$ cat config.mk
export PLATFORM = sky130hd
export DESIGN_NAME = screen_sequencer
export DESIGN_NICKNAME = d
export VERILOG_FILES = /design/src/rtl/screen_sequencer_pkg.sv /design/src/rtl/screen_sequencer_key_edge_sync.sv /design/src/rtl/screen_sequencer.sv
export SDC_FILE = /design/constraint.sdc
export NUM_CORES = 1
export LEC_CHECK = 0
export CAP_MARGIN = 20
export CORE_MARGIN = 2
export CORE_UTILIZATION = 45
export DETAILED_ROUTE_END_ITERATION = 10
export GPL_TIMING_DRIVEN = 0
export PLACE_DENSITY_LB_ADDON = 0.08
export SYNTH_ARGS = -nofsm -noshare
export SYNTH_HDL_FRONTEND = slang
export SYNTH_SLANG_ARGS = --single-unit
$ cat constraint.sdc
create_clock -name clk -period 3 [get_ports clk]
set_input_delay 0.45 -clock clk [delete_from_list [all_inputs] [get_ports clk]]
set_output_delay 0.45 -clock clk [all_outputs]
set_load 0.02 [all_outputs]
$ cat src/rtl/screen_sequencer_pkg.sv
// Shared definitions for the screen-flow controller: state encodings and frame/hold constants.
package screen_sequencer_pkg;

  typedef enum logic [2:0] {
    S_IDLE       = 3'd0,
    S_TITLE_DRAW = 3'd1,
    S_TITLE_WAIT = 3'd2,
    S_GAME_START = 3'd3,
    S_GAME       = 3'd4,
    S_END_DRAW   = 3'd5,
    S_END_HOLD   = 3'd6,
    S_END_WAIT   = 3'd7
  } state_t;

  localparam int FRAME_PIXELS        = 76800;
  localparam int HOLD_CYCLES_DEFAULT = 50000000;

endpackage

$ cat src/rtl/screen_sequencer_key_edge_sync.sv
// Two-flop synchronizer for an asynchronous key, followed by a registered rising-edge pulse.
module key_edge_sync (
  input  logic clk,
  input  logic reset,
  input  logic key,
  output logic pulse
);

  logic meta;
  logic sync;
  logic sync_d;

  // The pulse is registered so it appears exactly 3 clocks after the key edge.
  always_ff @(posedge clk or posedge reset) begin
    if (reset) begin
      meta   <= 1'b0;
      sync   <= 1'b0;
      sync_d <= 1'b0;
      pulse  <= 1'b0;
    end else begin
      meta   <= key;
      sync   <= meta;
      sync_d <= sync;
      pulse  <= sync & ~sync_d;
    end
  end

endmodule

$ cat src/rtl/screen_sequencer.sv
// Screen-flow controller: sequences title, game and end screens and drives screen_display
// selection/plot signals plus game-core enable/reset.
module screen_sequencer
  import screen_sequencer_pkg::*;
#(
  parameter int HOLD_CYCLES = HOLD_CYCLES_DEFAULT,
  parameter int HOLD_W      = 26
) (
  input  logic       clk,
  input  logic       reset,
  input  logic       start_key,
  input  logic       game_over,
  input  logic       game_won,
  input  logic       draw_done,
  output logic       display_title,
  output logic       display_end,
  output logic       display_win,
  output logic       plot,
  output logic       writeEn,
  output logic       game_enable,
  output logic       game_reset,
  output logic [2:0] state_dbg
);

  localparam logic [HOLD_W-1:0] HOLD_LAST = HOLD_W'(HOLD_CYCLES - 1);

  state_t            state;
  state_t            next_state;
  logic              win_flag;
  logic              win_next;
  logic [HOLD_W-1:0] hold_cnt;
  logic              start_pulse;

  key_edge_sync u_start_sync (
    .clk   (clk),
    .reset (reset),
    .key   (start_key),
    .pulse (start_pulse)
  );

  always_ff @(posedge clk or posedge reset) begin
    if (reset) begin
      state    <= S_IDLE;
      win_flag <= 1'b0;
    end else begin
      state    <= next_state;
      win_flag <= win_next;
    end
  end

  // Counter only runs in the hold state, so it is already zero when the hold begins.
  always_ff @(posedge clk or posedge reset) begin
    if (reset) begin
      hold_cnt <= '0;
    end else if (state == S_END_HOLD) begin
      hold_cnt <= hold_cnt + HOLD_W'(1);
    end else begin
      hold_cnt <= '0;
    end
  end

  // writeEn trails plot by one clock to line up with screen_display's registered pixel outputs.
  always_ff @(posedge clk or posedge reset) begin
    if (reset) begin
      writeEn <= 1'b0;
    end else begin
      writeEn <= plot;
    end
  end

  always_comb begin
    next_state    = state;
    win_next      = win_flag;
    display_title = 1'b0;
    display_end   = 1'b0;
    display_win   = 1'b0;
    plot          = 1'b0;
    game_enable   = 1'b0;
    game_reset    = 1'b0;

    case (state)
      S_IDLE: begin
        next_state = S_TITLE_DRAW;
      end
      S_TITLE_DRAW: begin
        plot          = 1'b1;
        display_title = 1'b1;
        if (draw_done) next_state = S_TITLE_WAIT;
      end
      S_TITLE_WAIT: begin
        display_title = 1'b1;
        if (start_pulse) next_state = S_GAME_START;
      end
      S_GAME_START: begin
        game_reset = 1'b1;
        next_state = S_GAME;
      end
      S_GAME: begin
        game_enable = 1'b1;
        if (game_won || game_over) begin
          win_next   = game_won;
          next_state = S_END_DRAW;
        end
      end
      S_END_DRAW: begin
        plot        = 1'b1;
        display_end = 1'b1;
        display_win = win_flag;
        if (draw_done) next_state = S_END_HOLD;
      end
      S_END_HOLD: begin
        display_end = 1'b1;
        display_win = win_flag;
        if (hold_cnt == HOLD_LAST) next_state = S_END_WAIT;
      end
      S_END_WAIT: begin
        display_end = 1'b1;
        display_win = win_flag;
        if (start_pulse) begin
          win_next   = 1'b0;
          next_state = S_TITLE_DRAW;
        end
      end
      default: begin
        next_state = S_IDLE;
      end
    endcase
  end

  assign state_dbg = state;

endmodule
# --- After elaboration in Yosys (flattened, before gate mapping) ---
# Index checks and enable logic that the tools add are counted.
# Widths: inputs -> output; s select.
word_totals:
  ff_bits: 35
  inputBits: 6
  output_inout_bits: 10
  wordCells: 50
op_classes:
  addsub: 1
  eq_ne: 14
  n_mux: 17
  n_bitwise: 2
  reduce_logical: 8
ops:
  columns: ["op", "n"]
  rows:
  - ["$add 26x1->26 const B", 1]
  - ["$eq 26x26->1 const B", 1]
  - ["$mux 26", 1]
  - ["$pmux 3 s8", 1]
  - ["$mux 3", 6]
  - ["$eq 3x3->1 const B", 4]
  - ["$mux 1", 8]
  - ["$eq 3x2->1 const B", 2]
  - ["$ne 2x1->1 const B", 3]
  - ["$ne 2x2->1 const B", 3]
  - ["$reduce_and 6->1", 1]
  - ["$reduce_or 2->1", 2]
  - ["$eq 3x1->1 const B", 1]
  - ["$logic_not 3->1", 1]
  - ["$reduce_and 3->1", 1]
  - ["$reduce_or 3->1", 1]
  - ["$pmux 1 s2", 1]
  - ["$reduce_bool 2->1", 1]
  - ["$and 1x1->1", 1]
  - ["$logic_or 1x1->1", 1]
  - ["$not 1->1", 1]

# --- Logic depth before layout (Yosys ltp) ---
logic_depth:
  depth_word: 3
  ltp_mapped: 7
  depth_no_buf: 7

# --- Cells and area by module ---
# Synthesis repeated with hierarchy kept, for this count alone.
unflattened:
  hier_cells: 165
  hier_area_um2: 1747.9
modules_own_cells:
  columns: ["mod", "instances", "cells_per_inst", "area_each_um2", "seq_area_each_um2"]
  rows:
  - ["screen_sequencer", 1, 159, 1630.3, 775.7]
  - ["key_edge_sync", 1, 6, 117.6, 100.1]

# --- Worst setup path before layout ---
# Ideal clock, no wire load.
synth_timing:
  path_type: "reg2out"
  from: "register state[0] (netlist: state_dbg[0])"
  to: "output display_win"
  arrival_ns: 1.796
  required_time_ns: 2.550
  slack_ns: 0.754
  path_stages_with_launch: 6
  n_path_buf: 0
  cell_sequence: "dfrtp_1 > inv_1 > ha_1 > nor2_1 > a21boi_0 > and2_1"
synth_via:
  elab_chain_cells: 3
  elab_cells_between_ends: 5
  cone_classes: "eq/ne (3); mux (1); reduce/logical (1)"
synth_lines:
  columns: ["element", "line_no", "source"]
  rows:
  - ["start, declared", "screen_sequencer.sv:27", "state_t state;"]
  - ["start signal, assigned", "screen_sequencer.sv:46", "state <= next_state;"]
  - ["$eq 3x3->1", "screen_sequencer.sv:81", "case (state)"]
  - ["$reduce_or 3->1 (no line) (*)", null, null]
  - ["$mux 1 (*)", "screen_sequencer.sv:81", null]
  - ["end, declared", "screen_sequencer.sv:17", "output logic display_win,"]
# Mark *: on every way between the ends. The rest lies on a longest branch, timed or not.

# --- Worst setup path after layout ---
# Same ends and word-level chain as after synthesis.

==> flow_metrics.py <==
metrics = {
    "outcome": {
        "status": "complete, no violations",
    },
    "placed_design": {
        "gp_congestion": 0.799,
        "port_buffers": 15,
        "dp_hpwl_mm": 2.87,
        "pre_cts_ws_ns": 0.625,
    },
    "clocking": {
        "cts_max_level": 2,
        "tritoncts": "done",
        "cts_inserted_buffers": 5,
        "clk_pin_slew_ns": 0.06,
        "cts_setup_buffers": 0,
        "cts_hold_buf": 0,
        "cts.path.max_buffers": 2,
        "insertion_delay_ns": 0.28,
        "cts_num_sinks": 35,
        "cts-root-buf": "clkbuf_8",
        "cts_resized": 0,
    },
    "synth": {
        "syn_area_per_cell_um2": 9.58,
        "yosysUniqueCellTypes": 43,
        "synth_most_common_cell": "dfrtp_1",
        "synth.top_cells.by_count": "35 x dfrtp_1, 22 x nor2_1, 17 x nand2_1",
        "seq_area_frac_synth_pct": 46.9,
        "synthesis.area_um2": 1870,
        "synth_flop_cell": "dfrtp_1",
        "synth_top_area_share_pct": 46.9,
        "yosys.area.top_type": "dfrtp_1",
        "yosysWarnings": 0,
        "syn_inst": 195,
        "synth_seq_cells": 35,
        "synth_area_leaders": "dfrtp_1 47%, nor2_1 4.4%, ha_1 4.0%, nand2_1 3.4%, a21oi_1 3.2%",
        "synthArstFlopShare_pct": 100,
        "synth_edf_count": 0,
        "synth_fp_nets": 207,
    },
    "power_and_ir_drop": {
        "power.leakage_nw": 0.902,
        "p_per_area_nw_per_um2": 368,
        "p_int_w": 0.000639,
        "clkPwrFrac_pct": 38.1,
        "swShare_pct": 20.4,
        "combPwrFrac_pct": 2.6,
        "peakVddDrop_uv": 273,
        "switchingPower_w": 0.000164,
        "pwr-share-seq_pct": 59.3,
    },
    "worst_setup_path": {
        "r2r-start": "hold_cnt[0]$_DFF_PP0_",
        "reg2regPathDepth": 6,
        "r2r-end": "hold_cnt[24]$_DFF_PP0_",
        "crit_type": "reg2out",
        "crit_required_ns": 2.55,
        "crit_arrival_ns": 2.22,
        "start_kind": "flop",
        "cp_max_fo": 7,
        "r2r_setup_slack_ns": 0.80,
        "cp-end-kind": "output port",
    },
    "floorplan": {
        "ios": 16,
        "initial_utilization_pct": 46.7,
        "core_um2": 4000,
        "dieArea_um2": 4680,
        "die_x_um": 68.4,
        "die_h_um": 68.4,
        "rows": 23,
    },
    "timing": {
        "slew_headroom_pct": 58.5,
        "finalMaxSlewViolations": 0,
        "finalSetupViolCount": 0,
        "finalClockSkew_ns": 0.00323,
        "post-route-period-util_pct": 89.1,
        "fin_ws_ns": 0.328,
        "fmax_mhz": 374,
        "rsz0062_at_grt": "no",
        "worstMarginPinSlew_ns": 0.617,
        "finalHoldViolCount": 0,
        "fin_setup_tns_ns": 0,
        "min_period_ns": 2.67,
    },
    "routing": {
        "routedWlPerCell_um": 14.6,
        "dr.pass1.iters": 4,
        "vias": 1523,
        "avgViaCountPerCell": 5.70,
        "drc": 0,
        "wl_mm": 3.89,
        "first_iter_violations": 98,
        "ant_nets": 0,
    },
    "final_layout": {
        "area_growth_pct": 16.7,
        "diodes": 0,
        "nets": 230,
        "drive_gt1_share_pct": 7.83,
    },
    "worst_hold_path": {
        "min-delay-start": "u_start_sync.meta$_DFF_PP0_",
        "min_path_type": "reg2reg",
        "min_to": "u_start_sync.sync$_DFF_PP0_",
        "hold_depth": 0,
    },
    "global_routing": {
        "grt_pass1_wl_mm": 6.78,
        "antenna_found_initial": 0,
        "first_global_vias": 1475,
        "globalRouteOverflowTotal": 0,
        "grtUsageTotal_pct": 19.9,
        "grt_max_degree": 24,
    },
    "run": {
        "drv_cap": 0,
    },
}
through the flow:
stage	hold WS, ns	utilization (%)	cell area, um^2	power, W	cells
2_1_floorplan	0.331	-	1870	0.000492	195
3_3_place_gp	0.342	52.0	2080	0.000502	260
3_5_place_dp	0.350	52.7	2110	0.000507	261
4_1_cts	0.372	54.5	2180	0.000816	267
5_1_grt	0.383	54.5	2180	0.000842	267
6_report	0.367	54.5	2180	0.000803	267
power groups by stage:
stage / logic, W / registers, W / clock network (W)
floorplan: 0.00000806 / 0.000484 / 0
global placement: 0.0000173 / 0.000484 / 0
detailed placement: 0.0000221 / 0.000484 / 0
CTS: 0.0000220 / 0.000476 / 0.000319
global route: 0.0000238 / 0.000475 / 0.000342
finish: 0.0000211 / 0.000476 / 0.000306
per-layer routing:
layer	wire (um)	up-vias	GRT usage, %
li1	-	751	-
met1	1890	740	26.0
met2	1820	27	30.6
met3	127	5	5.43
met4	60	0	9.00
met5	0	-	0
kinds of logic after synthesis:
group	synth area share, %
XOR/XNOR	4.69
AO/OA/AOI/OAI	13.4
adder cells (fa/ha/maj)	4.02
flip-flops	46.9
buffers and inverters	3.21
AND/OR/NAND/NOR	26.1
multiplexers	1.67
state kept, by name, summed over array words and instances, names as in the netlist:
register	flops
u_start_sync.sync_d	1
win_flag	1
hold_cnt	26
u_start_sync.sync	1
writeEn	1
u_start_sync.meta	1
state_dbg	3
u_start_sync.pulse	1
worst max path at each step:
| stage | startpoint | endpoint | cells past startpoint |
|---|---|---|---|
| final | state_dbg[0]$_DFFE_PP0P_ | display_win | 6 |
| after global routing | state_dbg[0]$_DFFE_PP0P_ | display_win | 6 |
| after CTS | state_dbg[0]$_DFFE_PP0P_ | display_win | 6 |
| after detailed placement | state_dbg[0]$_DFFE_PP0P_ | display_win | 6 |
| after global placement | state_dbg[0]$_DFFE_PP0P_ | display_win | 6 |
| after floorplan | state_dbg[0]$_DFFE_PP0P_ | display_win | 5 |
cell type report:
type,count,area [um^2]
buffer,5,26.3
clock buffer,6,72.6
fill,351,1820
inverter,9,33.8
multi-input combinational,146,932
sequential,35,876
tap,50,62.6
timing repair buffer,16,178
critical path, cell delays in order (launching register included):
cell and delay (ns):
dfrtp_1 0.45, inv_1 0.13, ha_1 0.31, nor2_1 0.08, a21boi_0 0.22, and2_1 0.15
clkdlybuf4s50_1 0.59
cell usage in the layout (no fill, tap or decap), types with 2 or more instances in the layout:
| master | instances |
|---|---|
| a31oi_1 | 3 |
| inv_1 | 9 |
| o21ai_0 | 5 |
| nor2_1 | 22 |
| o31ai_1 | 5 |
| or3_2 | 3 |
| xnor2_1 | 6 |
| or4_1 | 6 |
| dfrtp_1 | 35 |
| a21oi_1 | 12 |
| a41o_1 | 3 |
| mux2i_1 | 2 |
| or2_2 | 2 |
| clkdlybuf4s50_1 | 15 |
| xor2_1 | 4 |
| and2_1 | 2 |
| nor4_1 | 3 |
| ha_1 | 6 |
| nand3_1 | 9 |
| clkbuf_8 | 5 |
| or3_1 | 2 |
| clkbuf_1 | 5 |
| nand4_1 | 4 |
| and3_1 | 2 |
| nor2b_1 | 3 |
| nand2_1 | 17 |
| nor3_1 | 7 |
| o41ai_1 | 2 |
Power figures use the tool's default switching activity.
